### src/rtl/muldiv_pkg.sv
// Shared encodings for the iterative multiply/divide sequencer and its ALU handshake.
package muldiv_pkg;

    localparam logic [3:0] ALU_ADD = 4'b0000;
    localparam logic [3:0] ALU_SUB = 4'b0001;

    localparam int FLAG_Z = 3;
    localparam int FLAG_S = 2;
    localparam int FLAG_C = 1;
    localparam int FLAG_V = 0;

    localparam logic [1:0] OP_MUL   = 2'b00;
    localparam logic [1:0] OP_MULHU = 2'b01;
    localparam logic [1:0] OP_DIVU  = 2'b10;
    localparam logic [1:0] OP_REMU  = 2'b11;

    typedef enum logic {
        IDLE = 1'b0,
        RUN  = 1'b1
    } state_t;

endpackage

### src/rtl/muldiv_step.sv
// One shift-add multiply or restoring-divide iteration, given the ALU's answer for this cycle.
module muldiv_step #(
    parameter int WIDTH = 32
) (
    input  logic             is_div,
    input  logic [WIDTH-1:0] acc,
    input  logic [WIDTH-1:0] shf,
    input  logic [WIDTH-1:0] alu_out,
    input  logic             carry,
    output logic [WIDTH-1:0] acc_nxt,
    output logic [WIDTH-1:0] shf_nxt
);

    always_comb begin
        acc_nxt = acc;
        shf_nxt = shf;
        if (is_div) begin
            // acc[WIDTH-1] is the shifted-out bit r[WIDTH]: the partial remainder
            // then exceeds WIDTH bits, so the subtraction always fits.
            if (acc[WIDTH-1] || !carry) begin
                acc_nxt = alu_out;
                shf_nxt = {shf[WIDTH-2:0], 1'b1};
            end else begin
                acc_nxt = {acc[WIDTH-2:0], shf[WIDTH-1]};
                shf_nxt = {shf[WIDTH-2:0], 1'b0};
            end
        end else begin
            if (shf[0]) begin
                acc_nxt = {carry, alu_out[WIDTH-1:1]};
                shf_nxt = {alu_out[0], shf[WIDTH-1:1]};
            end else begin
                acc_nxt = {1'b0, acc[WIDTH-1:1]};
                shf_nxt = {acc[0], shf[WIDTH-1:1]};
            end
        end
    end

endmodule

### src/rtl/muldiv_seq.sv
// Iterative unsigned MUL/MULHU/DIVU/REMU sequencer driving a shared external ALU,
// one iteration per clock, with a registered result and one-cycle done pulse.
module muldiv_seq
    import muldiv_pkg::*;
#(
    parameter int WIDTH = 32,
    parameter int CNT_W = $clog2(WIDTH) + 1
) (
    input  logic             clk,
    input  logic             rst_n,
    input  logic             start,
    input  logic [1:0]       op,
    input  logic [WIDTH-1:0] src1,
    input  logic [WIDTH-1:0] src2,
    output logic             busy,
    output logic             done,
    output logic [WIDTH-1:0] result,
    output logic [WIDTH-1:0] alu_a,
    output logic [WIDTH-1:0] alu_b,
    output logic [3:0]       alu_ctrl,
    input  logic [WIDTH-1:0] alu_out,
    input  logic [3:0]       alu_flags
);

    state_t           state;
    logic [1:0]       op_q;
    logic [CNT_W-1:0] count;
    // acc holds hi (multiply) or rem (divide); shf holds lo or quo; opnd holds mcand or dvsr.
    logic [WIDTH-1:0] acc;
    logic [WIDTH-1:0] shf;
    logic [WIDTH-1:0] opnd;
    logic [WIDTH-1:0] acc_nxt;
    logic [WIDTH-1:0] shf_nxt;
    logic             is_div;
    logic             last_step;
    logic             unused_flags;

    assign is_div       = op_q[1];
    assign last_step    = (count == CNT_W'(WIDTH - 1));
    assign unused_flags = ^{alu_flags[FLAG_Z], alu_flags[FLAG_S], alu_flags[FLAG_V]};

    function automatic logic [WIDTH-1:0] select_result(
        input logic [1:0]       sel_op,
        input logic [WIDTH-1:0] hi_rem,
        input logic [WIDTH-1:0] lo_quo
    );
        case (sel_op)
            OP_MUL:   return lo_quo;
            OP_MULHU: return hi_rem;
            OP_DIVU:  return lo_quo;
            default:  return hi_rem;
        endcase
    endfunction

    // ALU requests come only from registered state, never from start.
    always_comb begin
        alu_a    = '0;
        alu_b    = '0;
        alu_ctrl = ALU_ADD;
        if (state == RUN) begin
            alu_b = opnd;
            if (is_div) begin
                alu_a    = {acc[WIDTH-2:0], shf[WIDTH-1]};
                alu_ctrl = ALU_SUB;
            end else begin
                alu_a = acc;
            end
        end
    end

    muldiv_step #(
        .WIDTH(WIDTH)
    ) u_step (
        .is_div (is_div),
        .acc    (acc),
        .shf    (shf),
        .alu_out(alu_out),
        .carry  (alu_flags[FLAG_C]),
        .acc_nxt(acc_nxt),
        .shf_nxt(shf_nxt)
    );

    always_ff @(posedge clk or negedge rst_n) begin
        if (!rst_n) begin
            state  <= IDLE;
            op_q   <= '0;
            count  <= '0;
            acc    <= '0;
            shf    <= '0;
            opnd   <= '0;
            busy   <= 1'b0;
            done   <= 1'b0;
            result <= '0;
        end else begin
            done <= 1'b0;
            case (state)
                IDLE: begin
                    if (start) begin
                        op_q  <= op;
                        count <= '0;
                        if (!op[1]) begin
                            acc   <= '0;
                            shf   <= src2;
                            opnd  <= src1;
                            busy  <= 1'b1;
                            state <= RUN;
                        end else if (src2 != '0) begin
                            acc   <= '0;
                            shf   <= src1;
                            opnd  <= src2;
                            busy  <= 1'b1;
                            state <= RUN;
                        end else begin
                            // Divide by zero completes immediately with the RV32 M results.
                            result <= (op == OP_DIVU) ? {WIDTH{1'b1}} : src1;
                            done   <= 1'b1;
                        end
                    end
                end
                RUN: begin
                    acc   <= acc_nxt;
                    shf   <= shf_nxt;
                    count <= count + 1'b1;
                    if (last_step) begin
                        result <= select_result(op_q, acc_nxt, shf_nxt);
                        done   <= 1'b1;
                        busy   <= 1'b0;
                        state  <= IDLE;
                    end
                end
                default: state <= IDLE;
            endcase
        end
    end

endmodule

### config.mk
export PLATFORM = sky130hd
export DESIGN_NAME = muldiv_seq
export DESIGN_NICKNAME = d
export VERILOG_FILES = /design/src/rtl/muldiv_pkg.sv /design/src/rtl/muldiv_step.sv /design/src/rtl/muldiv_seq.sv
export SDC_FILE = /design/constraint.sdc
export NUM_CORES = 1
export LEC_CHECK = 0
export CORE_MARGIN = 3
export CORE_UTILIZATION = 46
export DETAILED_ROUTE_END_ITERATION = 8
export GPL_ROUTABILITY_DRIVEN = 0
export HOLD_SLACK_MARGIN = 0.03
export MAX_ROUTING_LAYER = met4
export PLACE_DENSITY = 0.76
export SLEW_MARGIN = 10
export SYNTH_ARGS = -nofsm -noshare
export SYNTH_HDL_FRONTEND = slang
export SYNTH_SLANG_ARGS = --single-unit
### constraint.sdc
create_clock -name clk -period 2 [get_ports clk]
set_clock_uncertainty 0.1 [all_clocks]
set_input_delay 0.5 -clock clk [delete_from_list [all_inputs] [get_ports clk]]
set_output_delay 0.5 -clock clk [all_outputs]
set_load 0.05 [all_outputs]
==> results of run 1 <==
## synthesized netlist by cell type, types with 12 or more instances
master / n
dfrtp_1: 139
mux2i_1: 121
nor2_1: 87
nand2_1: 71
o21ai_0: 61
clkbuf_1: 49
mux2_2: 38
a31oi_1: 37
and2_1: 35
o21ai_1: 33
a22o_1: 31
inv_1: 31
a221o_1: 30
buf_2: 29
nor2b_1: 28
a211oi_1: 25
a311oi_1: 25
o22ai_1: 25
nor4_1: 12
## cell usage in the layout (no fill, tap or decap), drive strengths merged, types with 2 or more instances in the layout
cell type      synthesis  routed
a311oi                25      25
o21ai                 94      94
conb                   1       3
buf                   45     329
nand3                  6       6
a31oi                 37      37
a31o                   2       2
mux2i                121     121
a21bo                  5       5
mux2                  45      45
nand4                  3       3
clkinv                 1       2
a221o                 30      30
nand2b                 3       3
o22ai                 25      25
clkinvlp               0       2
bufinv                 0       6
nor4b                  2       2
nor2                  87      87
clkdlybuf4s50          0      65
nand2                 71      71
a211oi                25      25
a21oi                  7       7
clkbuf                49      30
dfrtp                139     139
o31ai                  3       3
nor3                   5       5
dlygate4sd2            0       3
inv                   31      37
nor2b                 28      28
and2                  35      35
nor4                  12      12
a22o                  31      31
## area by class of cell
class / count / area, sq um / share of cell area (%)
Tap cell: 260 / 325 / 2.03
Sequential cell: 139 / 3480 / 21.7
Timing Repair Buffer: 414 / 4870 / 30.4
Multi-Input combinational cell: 717 / 6560 / 40.9
Clock buffer: 17 / 425 / 2.65
Inverter: 32 / 123 / 0.764
Clock inverter: 15 / 259 / 1.61
## state kept, by name, summed over array words and instances, names as in the netlist
| register | flops |
|---|---|
| acc | 32 |
| busy | 1 |
| count | 6 |
| done | 1 |
| op_q | 2 |
| opnd | 32 |
| result | 32 |
| shf | 32 |
| state | 1 |
## worst max-delay path, stage by stage, from the launching register on
cell,delay [ns]
dfrtp_4,0.59
buf_12,0.21
mux2i_2,0.28
nor2_4,0.06
buf_12,0.15
## through the flow
step	hold slack [ns]	setup TNS, ns	setup WS, ns
4_1_cts	0.365	-9.90	-0.288
3_3_place_gp	0.332	-100.51	-0.828
2_1_floorplan	0.104	0	0.00177
6_report	0.378	-22.30	-0.355
5_1_grt	0.403	-24.79	-0.363
3_5_place_dp	0.339	-110.89	-0.966
## routing by layer
| layer | wire (um) | GRT usage [%] |
|---|---|---|
| met4 | 3450 | 13.9 |
| met5 | 0 | - |
| met3 | 5780 | 6.98 |
| met2 | 20600 | 52.6 |
| met1 | 15500 | 45.2 |
## cells by family after synthesis
logic type,count (synthesis),share of synthesized area [%]
xor gates and xnor gates,2,0.195
adders and majority gates,1,0.139
DFF,139,38.6
and+or+nand+nor,253,13.2
muxes,166,19.1
other,1,0.0416
buffers and inverters,126,6.15
AOI/OAI and AO/OA,292,22.6
## power by group through the flow
stage	clock, mW	sequential [mW]	combinational [mW]
after floorplan	0	2.87	0.189
after global placement	0	2.87	0.700
after detailed placement	0	2.87	0.712
after CTS	3.73	2.81	0.737
after global routing	3.94	2.81	0.849
final	3.85	2.81	0.826
## worst paths after layout
path	endpoint	slack [ns]
setup / recovery	alu_a[24]	-0.35
hold / removal	opnd[16]	0.38
setup reg to reg	result[27]	-0.24
hold reg to reg	opnd[19]	0.42
max in group asynchronous	acc[4]	0.76
min in group asynchronous	opnd[17]	0.42
## timing repair
| item | 4_1_cts | 5_1_grt |
|---|---|---|
| hold buffers | 1 | 0 |
| setup buffers | 20 | 26 |
| endpoints found under the hold margin | 34 | 0 |
| pin swaps | 26 | 69 |
| endpoints found under the setup margin | 189 | 186 |
| cloned | 10 | 12 |
| resized for setup | 228 | 233 |
==> results.sh, run 1 <==
export IMPL_finalPower_mw=7.49
export IMPL_die_area_sq_mm=0.0213
export IMPL_synth_top_area_share_pct=38.6
export IMPL_grt_overflow=0
export IMPL_route_detailed_drc=1
export IMPL_critical_path_startpoint="op_q[1]"
export IMPL_r2r_start="op_q[1]"
export IMPL_reg2reg_depth=8
export IMPL_grt_use_total_pct=34.5
export IMPL_clk_latency_ns=0.45
export IMPL_status="complete, but fails checks"
export IMPL_cts_inserted_buffers=17
export IMPL_wl_mm=45.4
export IMPL_synth_area_leaders="dfrtp_1 39%, mux2i_1 13%, mux2_2 4.8%"
export IMPL_clkPwrFrac_pct=51.4
export IMPL_max_slew_margin_rel_pct=66.0
export IMPL_grt_pass1_vias=9858
export IMPL_hold_path_class="primary input to flip-flop"
export IMPL_fin_nets=1427
export IMPL_die_h_um=146
export IMPL_fmax_mhz=425
export IMPL_fin_ws_ns=-0.355
export IMPL_drive_gt1_share_pct=47.2
export IMPL_htreeDepth=4
export IMPL_via_per_inst=6.93
export IMPL_ys_ff_latch=139
export IMPL_violations="design-rule violations, negative setup slack"
export IMPL_port_buffer_count=200
export IMPL_final_area_sq_mm=0.0161
export IMPL_swShare_pct=25.7
export IMPL_ys_async_sr_fraction_pct=100
export IMPL_crit_path_end_kind="output pin"
export IMPL_vias=11052
export IMPL_io_pins=207
export IMPL_netlist_area_sq_mm=0.00901
export IMPL_dp_cells=1502
export IMPL_initial_core_util_pct=47.5
export IMPL_dpl_hpwl_mm=23.6
export IMPL_seq_area_frac_synth_pct=38.6
export IMPL_critical_path_class="flip-flop to output pin"
export IMPL_min_from="src2[16]"
export IMPL_worst_ep_required_time_ns=1.40
export IMPL_cts_tree="yes"
export IMPL_hold_path_depth=4
export IMPL_avgSynthCellArea_sq_um=9.19
export IMPL_crit_arrival_ns=1.75
export IMPL_p_int_mw=5.57
export IMPL_yosys_warnings=0
export IMPL_rows=50
export IMPL_setup_viol=160
export IMPL_worstMarginPinSlew_ns=0.510
export IMPL_synth_cells=980
export IMPL_yosysUniqueCellTypes=48
export IMPL_num_fill_cells=856
export IMPL_synth_top_area_cell="dfrtp_1"
export IMPL_syn_to_final_growth_pct=78.2
export IMPL_irDropWorstVdd_uv=631
export IMPL_critPathLaunchType="flip-flop"
export IMPL_dpl_instance_area_sq_mm=0.0131
export IMPL_comb_power_share_pct=11.0
export IMPL_synth_top_flop_cell="dfrtp_1"
export IMPL_grt_max_degree=47
export IMPL_p_seq_share_pct=37.6
export IMPL_fin_crit_ns=2.35
export IMPL_post_route_period_util_pct=118
export IMPL_final_util_pct=84.7
export IMPL_hold_viol_final=0
export IMPL_core_sq_mm=0.0190
export IMPL_ant_nets=0
export IMPL_cts_buffer_depth=2
export IMPL_power_net_switching_mw=1.92
export IMPL_grt_first_pass_wirelength_mm=57.0
export IMPL_synth_edf_count=0
export IMPL_drv_slew=0
export IMPL_cap_violations=0
export IMPL_cts_sinks=139
export IMPL_wl_per_cell_um=28.5
export IMPL_rsz0062_at_grt="yes"
export IMPL_stdcell_count=1594
export IMPL_p_leak_nw=7.04
export IMPL_die_w_um=146
export IMPL_clockRootBuffer="clkbuf_16"
export IMPL_clkTransAtPathRegs_ns=0.07
export IMPL_powerDensity_mw_per_mm2=467
export IMPL_antenna_found_initial=0
export IMPL_drtIter0Drc=1623
export IMPL_drtPass1Iterations=9
export IMPL_cp_max_fo=10
export IMPL_antennaDiodeCount=0
(Power assumes the default switching activity.)
==> run 2, diff against run 1 <==
--- a/config.mk
+++ b/config.mk
@@ -5,14 +5,17 @@
 export SDC_FILE = /design/constraint.sdc
 export NUM_CORES = 1
 export LEC_CHECK = 0
+export ABC_AREA = 1
 export CORE_MARGIN = 3
-export CORE_UTILIZATION = 46
+export CORE_UTILIZATION = 47
+export CTS_CLUSTER_SIZE = 24
 export DETAILED_ROUTE_END_ITERATION = 8
 export GPL_ROUTABILITY_DRIVEN = 0
 export HOLD_SLACK_MARGIN = 0.03
 export MAX_ROUTING_LAYER = met4
-export PLACE_DENSITY = 0.76
+export PLACE_DENSITY = 0.77
 export SLEW_MARGIN = 10
 export SYNTH_ARGS = -nofsm -noshare
 export SYNTH_HDL_FRONTEND = slang
 export SYNTH_SLANG_ARGS = --single-unit
+export TNS_END_PERCENT = 50
==> run 2 against run 1 <==
Effect of this change: the flow finishes with violations (negative setup slack); maximum frequency increased by 0.89%; critical endpoint is now alu_a[4]; global-route usage shrank 4.6 points; first-iteration DRC count shrank 26%; count of clock-buffer cells in the layout rose by 2; critical path depth stayed put.
==> results.sh, run 2 <==
export IMPL_clkTransAtPathRegs_ns=0.07
export IMPL_hold_viol_final=0
export IMPL_post_route_period_util_pct=117
export IMPL_drtIter0Drc=1206
export IMPL_p_leak_nw=7.16
export IMPL_seq_area_frac_synth_pct=36.3
export IMPL_via_per_inst=5.77
export IMPL_grt_first_pass_wirelength_mm=51.8
export IMPL_hold_path_class="primary input to flip-flop"
export IMPL_worstMarginPinSlew_ns=0.515
export IMPL_die_h_um=149
export IMPL_max_slew_margin_rel_pct=65.7
export IMPL_irDropWorstVdd_uv=709
export IMPL_avgSynthCellArea_sq_um=6.56
export IMPL_drtPass1Iterations=6
export IMPL_crit_path_top_delay_cell="dfrtp_4"
export IMPL_holdWs_ns=0.357
export IMPL_grt_max_degree=56
export IMPL_crit_path_end_kind="output pin"
export IMPL_synth_top_area_cell="dfrtp_1"
export IMPL_setup_viol=86
export IMPL_final_common_cell="nand2_1"
export IMPL_cp_max_fo=13
export IMPL_cts_buffer_depth=2
export IMPL_crit_family="buffers and inverters"
export IMPL_synth_top_flop_cell="dfrtp_1"
export IMPL_synth_cells=1461
export IMPL_die_area_sq_mm=0.0222
export IMPL_cp_cell_sequence="buf_12, bufbuf_16, a21oi_4, buf_12"
export IMPL_multiInputGateArea_sq_mm=0.00573
export IMPL_worst_ep_required_time_ns=1.40
export IMPL_cap_violations=0
export IMPL_ys_ff_latch=139
export IMPL_tns_ns=-15.27
export IMPL_rsz0062_at_grt="yes"
export IMPL_fin_nets=1801
export IMPL_route_detailed_drc=0
export IMPL_ant_nets=0
export IMPL_synth_top_area_share_pct=36.3
export IMPL_fin_crit_ns=2.33
export IMPL_htreeDepth=4
export IMPL_ys_async_sr_fraction_pct=100
export IMPL_io_pins=207
export IMPL_stdcell_count=1976
export IMPL_status="complete, but fails checks"
export IMPL_wl_mm=37.3
export IMPL_cts_tree="yes"
export IMPL_synth_area_leaders="dfrtp_1 36%, nand2_1 23%, o21ai_0 9.1%"
export IMPL_port_buffer_count=200
export IMPL_num_fill_cells=1480
export IMPL_synth_common_cells="577 x nand2_1, 174 x o21ai_0, 139 x dfrtp_1, 108 x inv_1, 105 x nand3_1"
export IMPL_drv_slew=0
export IMPL_synth_edf_count=0
export IMPL_violations="negative setup slack"
export IMPL_dpl_hpwl_mm=23.0
export IMPL_slowest_delay_ns=0.53
export IMPL_final_cell_mix="539 x nand2_1, 138 x o21ai_0, 137 x dfrtp_1, 114 x buf_4, 104 x nand3_1"
export IMPL_grt_pass1_vias=10234
export IMPL_netlist_area_sq_mm=0.00959
export IMPL_path_buf_inv=3
export IMPL_vias=11394
export IMPL_grt_overflow=0
export IMPL_ff_latch_area_sq_mm=0.00349
export IMPL_clockRootBuffer="clkbuf_16"
export IMPL_powerDensity_mw_per_mm2=651
export IMPL_critPathLaunchType="flip-flop"
export IMPL_drive_gt1_share_pct=26.2
export IMPL_fin_ws_ns=-0.334
export IMPL_dp_cells=1910
export IMPL_crit_arrival_ns=1.73
export IMPL_finalPower_mw=9.57
export IMPL_clk_latency_ns=0.43
export IMPL_initial_core_util_pct=48.5
export IMPL_final_util_pct=74.3
export IMPL_critical_path_class="flip-flop to output pin"
export IMPL_yosysUniqueCellTypes=28
export IMPL_rows=51
export IMPL_syn_to_final_growth_pct=53.3
export IMPL_wl_per_cell_um=18.9
export IMPL_yosys_warnings=0
export IMPL_cp_common_cell="buf_12"
export IMPL_cts_inserted_buffers=17
export IMPL_synth_most_common_cell="nand2_1"
export IMPL_core_sq_mm=0.0198
export IMPL_cts_sinks=139
export IMPL_grt_use_total_pct=29.9
export IMPL_antenna_found_initial=2
export IMPL_die_w_um=149
export IMPL_fmax_mhz=428
run 2: changes by cell type after synthesis, sizes merged, moves of 45 or more:
cell    change
or2        +54
inv        +81
mux2       -45
o21ai     +105
nor2       -59
mux2i      -94
nand3     +101
o211ai     +60
nand2     +508
run 2: layout make-up:
type,count,share of cell area (%)
Clock inverter,13,1.13
Sequential cell,139,23.7
Inverter,112,3.04
Antenna cell,3,0.0511
Timing Repair Buffer,323,27.8
Multi-Input combinational cell,1102,39.0
Tap cell,265,2.26
Clock buffer,19,3.01
run 2: cells by family (layout without fill, tap and decap cells):
logic type / count (synthesis) / after routing / share of synthesized area, %
AO/OA/AOI/OAI: 297 / 297 / 17.1
adder cells (fa/ha/maj): 1 / 1 / 0.130
buffers and inverters: 222 / 467 / 10.1
flip-flops: 139 / 139 / 36.3
multiplexers: 27 / 27 / 2.82
other: 1 / 6 / 0.0391
AND/OR/NAND/NOR: 774 / 774 / 33.5
run 2: routing by layer:
metal | global-route usage [%] | wire length (um) | part of all wire, %
met1 | 37.9 | 13800 | 37
met3 | 5.56 | 3740 | 10
met2 | 46.9 | 17600 | 47
met5 | - | 0 | 0
met4 | 13.1 | 2200 | 5.9
run 2: metrics by stage:
| step | setup WS (ns) | instance area (sq um) |
|---|---|---|
| global route | -0.360 | 14700 |
| global placement | -0.357 | 13000 |
| floorplan | -0.161 | 9820 |
| CTS | -0.309 | 13800 |
| finish | -0.334 | 14700 |
| detailed placement | -0.367 | 13000 |
run 2: worst paths after layout:
| check | slack, ns | to | cells past startpoint | from |
|---|---|---|---|---|
| setup / recovery | -0.33 | alu_a[4] | 4 | op_q[1] |
| hold / removal | 0.36 | opnd[20] | 3 | src2[20] |
| setup reg to reg | -0.07 | count[5] | 6 | state |
| hold reg to reg | 0.39 | busy | 2 | busy |
| max in group asynchronous | 0.66 | shf[14] | 3 | rst_n |
| min in group asynchronous | 0.48 | opnd[28] | 2 | rst_n |
run 2: power by group:
part	leakage, nW	switching [mW]	internal [mW]
Combinational	5.27	1.69	1.01
Sequential	1.59	0.323	3.17
Clock	0.290	1.37	2.01
Total	7.16	3.38	6.19
run 2: repair_timing:
action,CTS,global route
gates resized for setup,61,139
hold buffers,1,0
pin swaps,1,15
buffers inserted,2,11
endpoints found under the hold margin,45,0
endpoints found under the setup margin,66,195
cloned,2,15
run 2: worst min-delay path, stage by stage:
cell and delay [ns]:
dlymetal6s2s_1 0.14, mux2i_1 0.09, o21ai_1 0.12
